## config.mk

```make
export PLATFORM = sky130hd
export DESIGN_NAME = stream_downsizer
export DESIGN_NICKNAME = d
export VERILOG_FILES = /design/src/rtl/stream_util_pkg.sv /design/src/rtl/stream_downsizer.sv
export SDC_FILE = /design/constraint.sdc
export NUM_CORES = 1
export LEC_CHECK = 0
export BUFFER_PORTS_ARGS = -buffer_cell sky130_fd_sc_hd__buf_2
export CORE_ASPECT_RATIO = 1.4
export CORE_MARGIN = 8
export CORE_UTILIZATION = 51
export DETAILED_ROUTE_END_ITERATION = 10
export GPL_TIMING_DRIVEN = 0
export HOLD_SLACK_MARGIN = 0.15
export PLACE_DENSITY = 0.79
export SLEW_MARGIN = 40
export SYNTH_ARGS = -nofsm -noshare
export SYNTH_HDL_FRONTEND = slang
export SYNTH_SLANG_ARGS = --single-unit
```

## constraint.sdc

```tcl
create_clock -name clock -period 2.03 [get_ports clock]
set_input_delay 0.203 -clock clock [delete_from_list [all_inputs] [get_ports clock]]
set_output_delay 0.203 -clock clock [all_outputs]
set_load 0.01 [all_outputs]
```

## src/rtl/stream_util_pkg.sv

```systemverilog
// Shared width helpers for the stream width converters (downsizer and upsizer).
// Holds the legality check for the wide/narrow width pair and derives the
// width ratio and the slice-index width from it.
package stream_util_pkg;

  // Wide side must be a whole multiple of the narrow side, at least twice as wide.
  function automatic bit width_ok(input int wide_bits, input int narrow_bits);
    return (narrow_bits > 0) && (wide_bits % narrow_bits == 0) &&
           (wide_bits / narrow_bits >= 2);
  endfunction

  // Number of narrow slices per wide word; guarded so a bad pair still elaborates
  // far enough to reach the width check.
  function automatic int width_ratio(input int wide_bits, input int narrow_bits);
    return (narrow_bits > 0) ? wide_bits / narrow_bits : 2;
  endfunction

  // Bits needed to index one slice out of `ratio` slices (never below 1).
  function automatic int index_width(input int ratio);
    return (ratio > 2) ? $clog2(ratio) : 1;
  endfunction

endpackage

```

## src/rtl/stream_downsizer.sv

```systemverilog
// AXI-Stream style width downsizer: each DATA_BITS input word is emitted as
// DATA_BITS/OUT_BITS output slices, least-significant slice first, with tlast
// marking the final slice of every word. The next word is taken in the same
// cycle as the last slice leaves, so full output rate is sustained.
// Optional handshake counters are built when STREAM_DOWNSIZER_STATS_EN is defined.
module stream_downsizer
  import stream_util_pkg::*;
#(
  parameter int DATA_BITS = 32,
  parameter int OUT_BITS  = 8
) (
  input  logic                 clock,
  input  logic                 reset,
  input  logic [DATA_BITS-1:0] saxis_tdata,
  input  logic                 saxis_tvalid,
  output logic                 saxis_tready,
  output logic [OUT_BITS-1:0]  maxis_tdata,
  output logic                 maxis_tvalid,
  input  logic                 maxis_tready,
  output logic                 maxis_tlast
`ifdef STREAM_DOWNSIZER_STATS_EN
  ,
  output logic [31:0]          words_accepted,
  output logic [31:0]          slices_sent
`endif
);

  localparam int RATIO = width_ratio(DATA_BITS, OUT_BITS);
  localparam int IDX_W = index_width(RATIO);
  localparam logic [IDX_W-1:0] LAST_IDX = IDX_W'(RATIO - 1);

  generate
    if (!width_ok(DATA_BITS, OUT_BITS)) begin : g_width_err
      $error("stream_downsizer: DATA_BITS must be a multiple of OUT_BITS with ratio >= 2");
    end
  endgenerate

  logic [DATA_BITS-1:0] word_q, word_d;
  logic [IDX_W-1:0]     idx_q, idx_d;
  logic                 full_q, full_d;
  logic [OUT_BITS-1:0]  slice;
  logic                 last_slice;
  logic                 in_hs;
  logic                 out_hs;

  assign last_slice   = full_q && (idx_q == LAST_IDX);
  assign saxis_tready = !reset && (!full_q || (last_slice && maxis_tready));
  assign in_hs        = saxis_tvalid && saxis_tready;
  assign out_hs       = full_q && maxis_tready;

  assign maxis_tvalid = full_q;
  assign maxis_tlast  = last_slice;
  assign maxis_tdata  = slice;

  // Select the slice addressed by the index (slice 0 is the LSBs of the word).
  always_comb begin
    slice = '0;
    for (int i = 0; i < RATIO; i++) begin
      if (idx_q == IDX_W'(i)) slice = word_q[i*OUT_BITS +: OUT_BITS];
    end
  end

  // Next state: a new word always restarts at slice 0, otherwise step or drain.
  always_comb begin
    word_d = word_q;
    idx_d  = idx_q;
    full_d = full_q;
    if (in_hs) begin
      word_d = saxis_tdata;
      idx_d  = '0;
      full_d = 1'b1;
    end else if (out_hs) begin
      if (idx_q == LAST_IDX) begin
        idx_d  = '0;
        full_d = 1'b0;
      end else begin
        idx_d = idx_q + IDX_W'(1);
      end
    end
  end

  // Word register, slice index and full flag; reset drops any partial word.
  always_ff @(posedge clock) begin
    if (reset) begin
      word_q <= '0;
      idx_q  <= '0;
      full_q <= 1'b0;
    end else begin
      word_q <= word_d;
      idx_q  <= idx_d;
      full_q <= full_d;
    end
  end

`ifdef STREAM_DOWNSIZER_STATS_EN
  logic [31:0] words_q;
  logic [31:0] slices_q;

  // Free-running handshake counters, wrapping modulo 2^32.
  always_ff @(posedge clock) begin
    if (reset) begin
      words_q  <= '0;
      slices_q <= '0;
    end else begin
      if (in_hs)  words_q  <= words_q + 32'd1;
      if (out_hs) slices_q <= slices_q + 32'd1;
    end
  end

  assign words_accepted = words_q;
  assign slices_sent    = slices_q;
`endif

endmodule

```

==> results.md <==
• 5.07 — DR vias/cell
• 0 ns — setup_tns
• 0 — DRT antenna net count
• 0 — DR DRC count
• sky130_fd_sc_hd__dfxtp_4 — worst-path cell with the longest stage delay
• 0.453 — layout cell share with drive strength beyond 1
• 25 — standard-cell row count
• 1980 sq um — placement-stage cell area
• 8 — maximum fanout along the worst path
• 5480 sq um — die area
• 1.95 ns — post-route minimum period
• 0.38 ns — slowest stage delay, CP
• 0.512 GHz — top achievable clock speed
• 64.9 um — horizontal die dimension
• flop — crit path launch type
• 46.3% — Layout area overhead
• 0 — final hold viol count
• 0.732 — RePlAce Congestion
• 15.6 um — per-cell routed wire length
• 2 — number of H-tree levels
• 84.4 um — die span in y
• 0.411 — Seq/Total Area, Yosys
• 679 nW/um^2 — power per unit of standard cell area
• 1.75 ns — arrival time of the worst setup path
• 0 — number of antenna violations at the first check in global routing
• 5 — TritonCTS buffer count
• 10.4 sq um — Avg Inst Size Synth
• primary output — kind of end point of the critical path
• 0 — warning count from the yosys run
• 3 — total buffers and inverters traversed by the critical path
• 47 — IO Pins
• compound AO/OA/AOI/OAI gates — cell family with the largest share of critical-path delay
• 3280 sq um — Core Box Area
• 0 — Final setup viols
• 12 — maximum number of pins on one net before global-route repair
• reg2out — classification of the worst setup path
• 2490 sq um — final instance area
• 699 uV — largest vdd supply drop
• 1020 sq um — Multi-input gate area
• 1.10 nW — leakage component of the power
• 35 — sinks on the clock net
• 0.476 ns — worst-margin pin slew
• 2 — buffer depth of the longest clock path
• 0 — antenna fix cells
• 0.519 — effective utilization at floorplan
• 1.69 mW — total chip power
• 0 — max-capacitance violation count
• 35 — synthesized flop and latch total
• 45 — number of port buffers
• sky130_fd_sc_hd__clkbuf_8 — clock tree root buffer cell
• built — CTS tree
• completed — result of the run
• 4 — detailed-routing iteration count for the pre-antenna-repair pass
• 0.162 — Total GRT Usage
• inv_2 > ha_1 > nor2b_1 > buf_6 > a221oi_1 > o31ai_1 > buf_2 — cell chain of the critical path
• 0 — global-route congestion overflow total
• 164 — post-synthesis instance total
• 1710 sq um — post-synth design cell area
• 204 — Synth Net Count
• 4.45 mm — total length of routed wires
• 1.83 ns — data required time at the worst endpoint
• 284 — Post-layout nets
• 1531 — vias in the first global route
• 0.411 — top-area cell type share of the netlist area
• 23 — number of unique standard cell types used by synthesis
• 241 — layout filler cell count
• 706 sq um — FF/Latch Area
• 0.683 — Slew HR
• 0.07 ns — Clock transition at path regs
• 2.89 mm — HPWL Detailed
• 0.962 — period utilisation layout
• 0.00366 ns — maximum clock skew at final layout
• 0 — Slew Limit Fails
• in2reg — Hold WC Path Type
• sky130_fd_sc_hd__dfxtp_1 — largest area contributor in the synthesized netlist
• 0.29 ns — Clk Latency, worst-skew pair
• sky130_fd_sc_hd__dfxtp_1 41%, sky130_fd_sc_hd__mux2_2 20%, sky130_fd_sc_hd__nor2b_1 15% — Area contributors post-synth
• 24 — Detailed Route Iter0 Violations
• 7.19 mm — first-pass GRT wire length
• 1444 — overall via count from detail_route
[state kept, by name (all words and copies together) (netlist names)]
name,flops
word_q,32
idx_q,2
maxis_tvalid,1
[metrics by stage]
| step | utilization | std cells | setup slack [ns] | hold WS, ns |
|---|---|---|---|---|
| 6_report | 0.760 | 285 | 0.0764 | 0.156 |
| 5_1_grt | 0.760 | 285 | -0.0208 | 0.151 |
| 4_1_cts | 0.718 | 281 | -0.0639 | 0.151 |
| 3_5_place_dp | 0.603 | 249 | 0.0802 | 0.431 |
| 3_3_place_gp | 0.603 | 249 | 0.0976 | 0.428 |
| 2_1_floorplan | - | 164 | 0.358 | 0.324 |
[cell usage after synthesis, drive strengths merged]
master,instances
a21boi,1
mux2,32
o21ai,1
clkbuf,6
nor3,1
nor2b,42
nor2,3
dfxtp,35
buf,6
or3,1
a21oi,1
a221oi,8
mux2i,1
nand2,9
nor3b,2
inv,2
and2,1
o31ai,8
ha,4
[cell families (layout without fill, tap and decap cells)]
family	Yosys count	count (layout)	synth area share
mux	33	33	0.217
fa+ha+maj	4	4	0.0293
compound gates	19	19	0.0888
simple gates	59	59	0.206
flops	35	35	0.411
buf+inv	14	95	0.0477
[worst reg2reg max path, delay by kind of cell, from the launching register on]
kind	cells	cell delay (ns)
simple gates	1	0.37
buf+inv	2	0.40
compound gates	1	0.10
mux	1	0.36
flops	1	0.38
fa+ha+maj	1	0.15
[power breakdown]
part	switching (mW)	internal, mW
clock	0.246	0.397
sequential	0.0304	0.735
combinational	0.113	0.174
[cell usage in the layout, fill, tap and decap left out, types with 4 or more instances in the layout]
cell type                       netlist  routed
sky130_fd_sc_hd__mux2_2              31      31
sky130_fd_sc_hd__o31ai_1              8       5
sky130_fd_sc_hd__a221oi_2             0       5
sky130_fd_sc_hd__nor2b_1             42      42
sky130_fd_sc_hd__dlygate4sd3_1        0      28
sky130_fd_sc_hd__buf_2                2      46
sky130_fd_sc_hd__nand2_1              9       9
sky130_fd_sc_hd__dfxtp_1             35      33
sky130_fd_sc_hd__buf_6                3       4
sky130_fd_sc_hd__clkbuf_8             0       6
[area by class of cell]
type                    count  share of cell area
well taps                  40              0.0201
clock buffers               6              0.0331
inverters                   2             0.00301
clock inverters             2              0.0140
repair buffers             74               0.206
plain buffers              11              0.0326
flip-flops and latches     35               0.283
multi-input cells         115               0.409
[what timing repair did]
item | CTS | global route
setup buffers | 0 | 1
pin swaps | 0 | 5
gates resized for setup | 5 | 22
setup endpoints to repair | 8 | 13
hold buffers | 25 | 3
hold endpoints to repair | 25 | 3
[layer usage]
metal / vias up / global-route usage / wire [um]
li1: 719 / - / -
met1: 679 / 0.171 / 1770
met2: 38 / 0.284 / 2370
met3: 8 / 0.0613 / 239
met4: 0 / 0.0538 / 65
met5: - / 0 / 0
[path summary, 6_finish.rpt]
kind	start	endpoint	slack [ns]	cells after the start
worst max-delay path	idx_q[0]	maxis_tdata[7]	0.08	7
worst min-delay path	saxis_tdata[25]	word_q[25]	0.16	2
worst max register to register	idx_q[0]	word_q[26]	0.16	6
worst min register to register	maxis_tvalid	idx_q[0]	0.52	2
No activity file was read; power rests on OpenSTA's default activity.
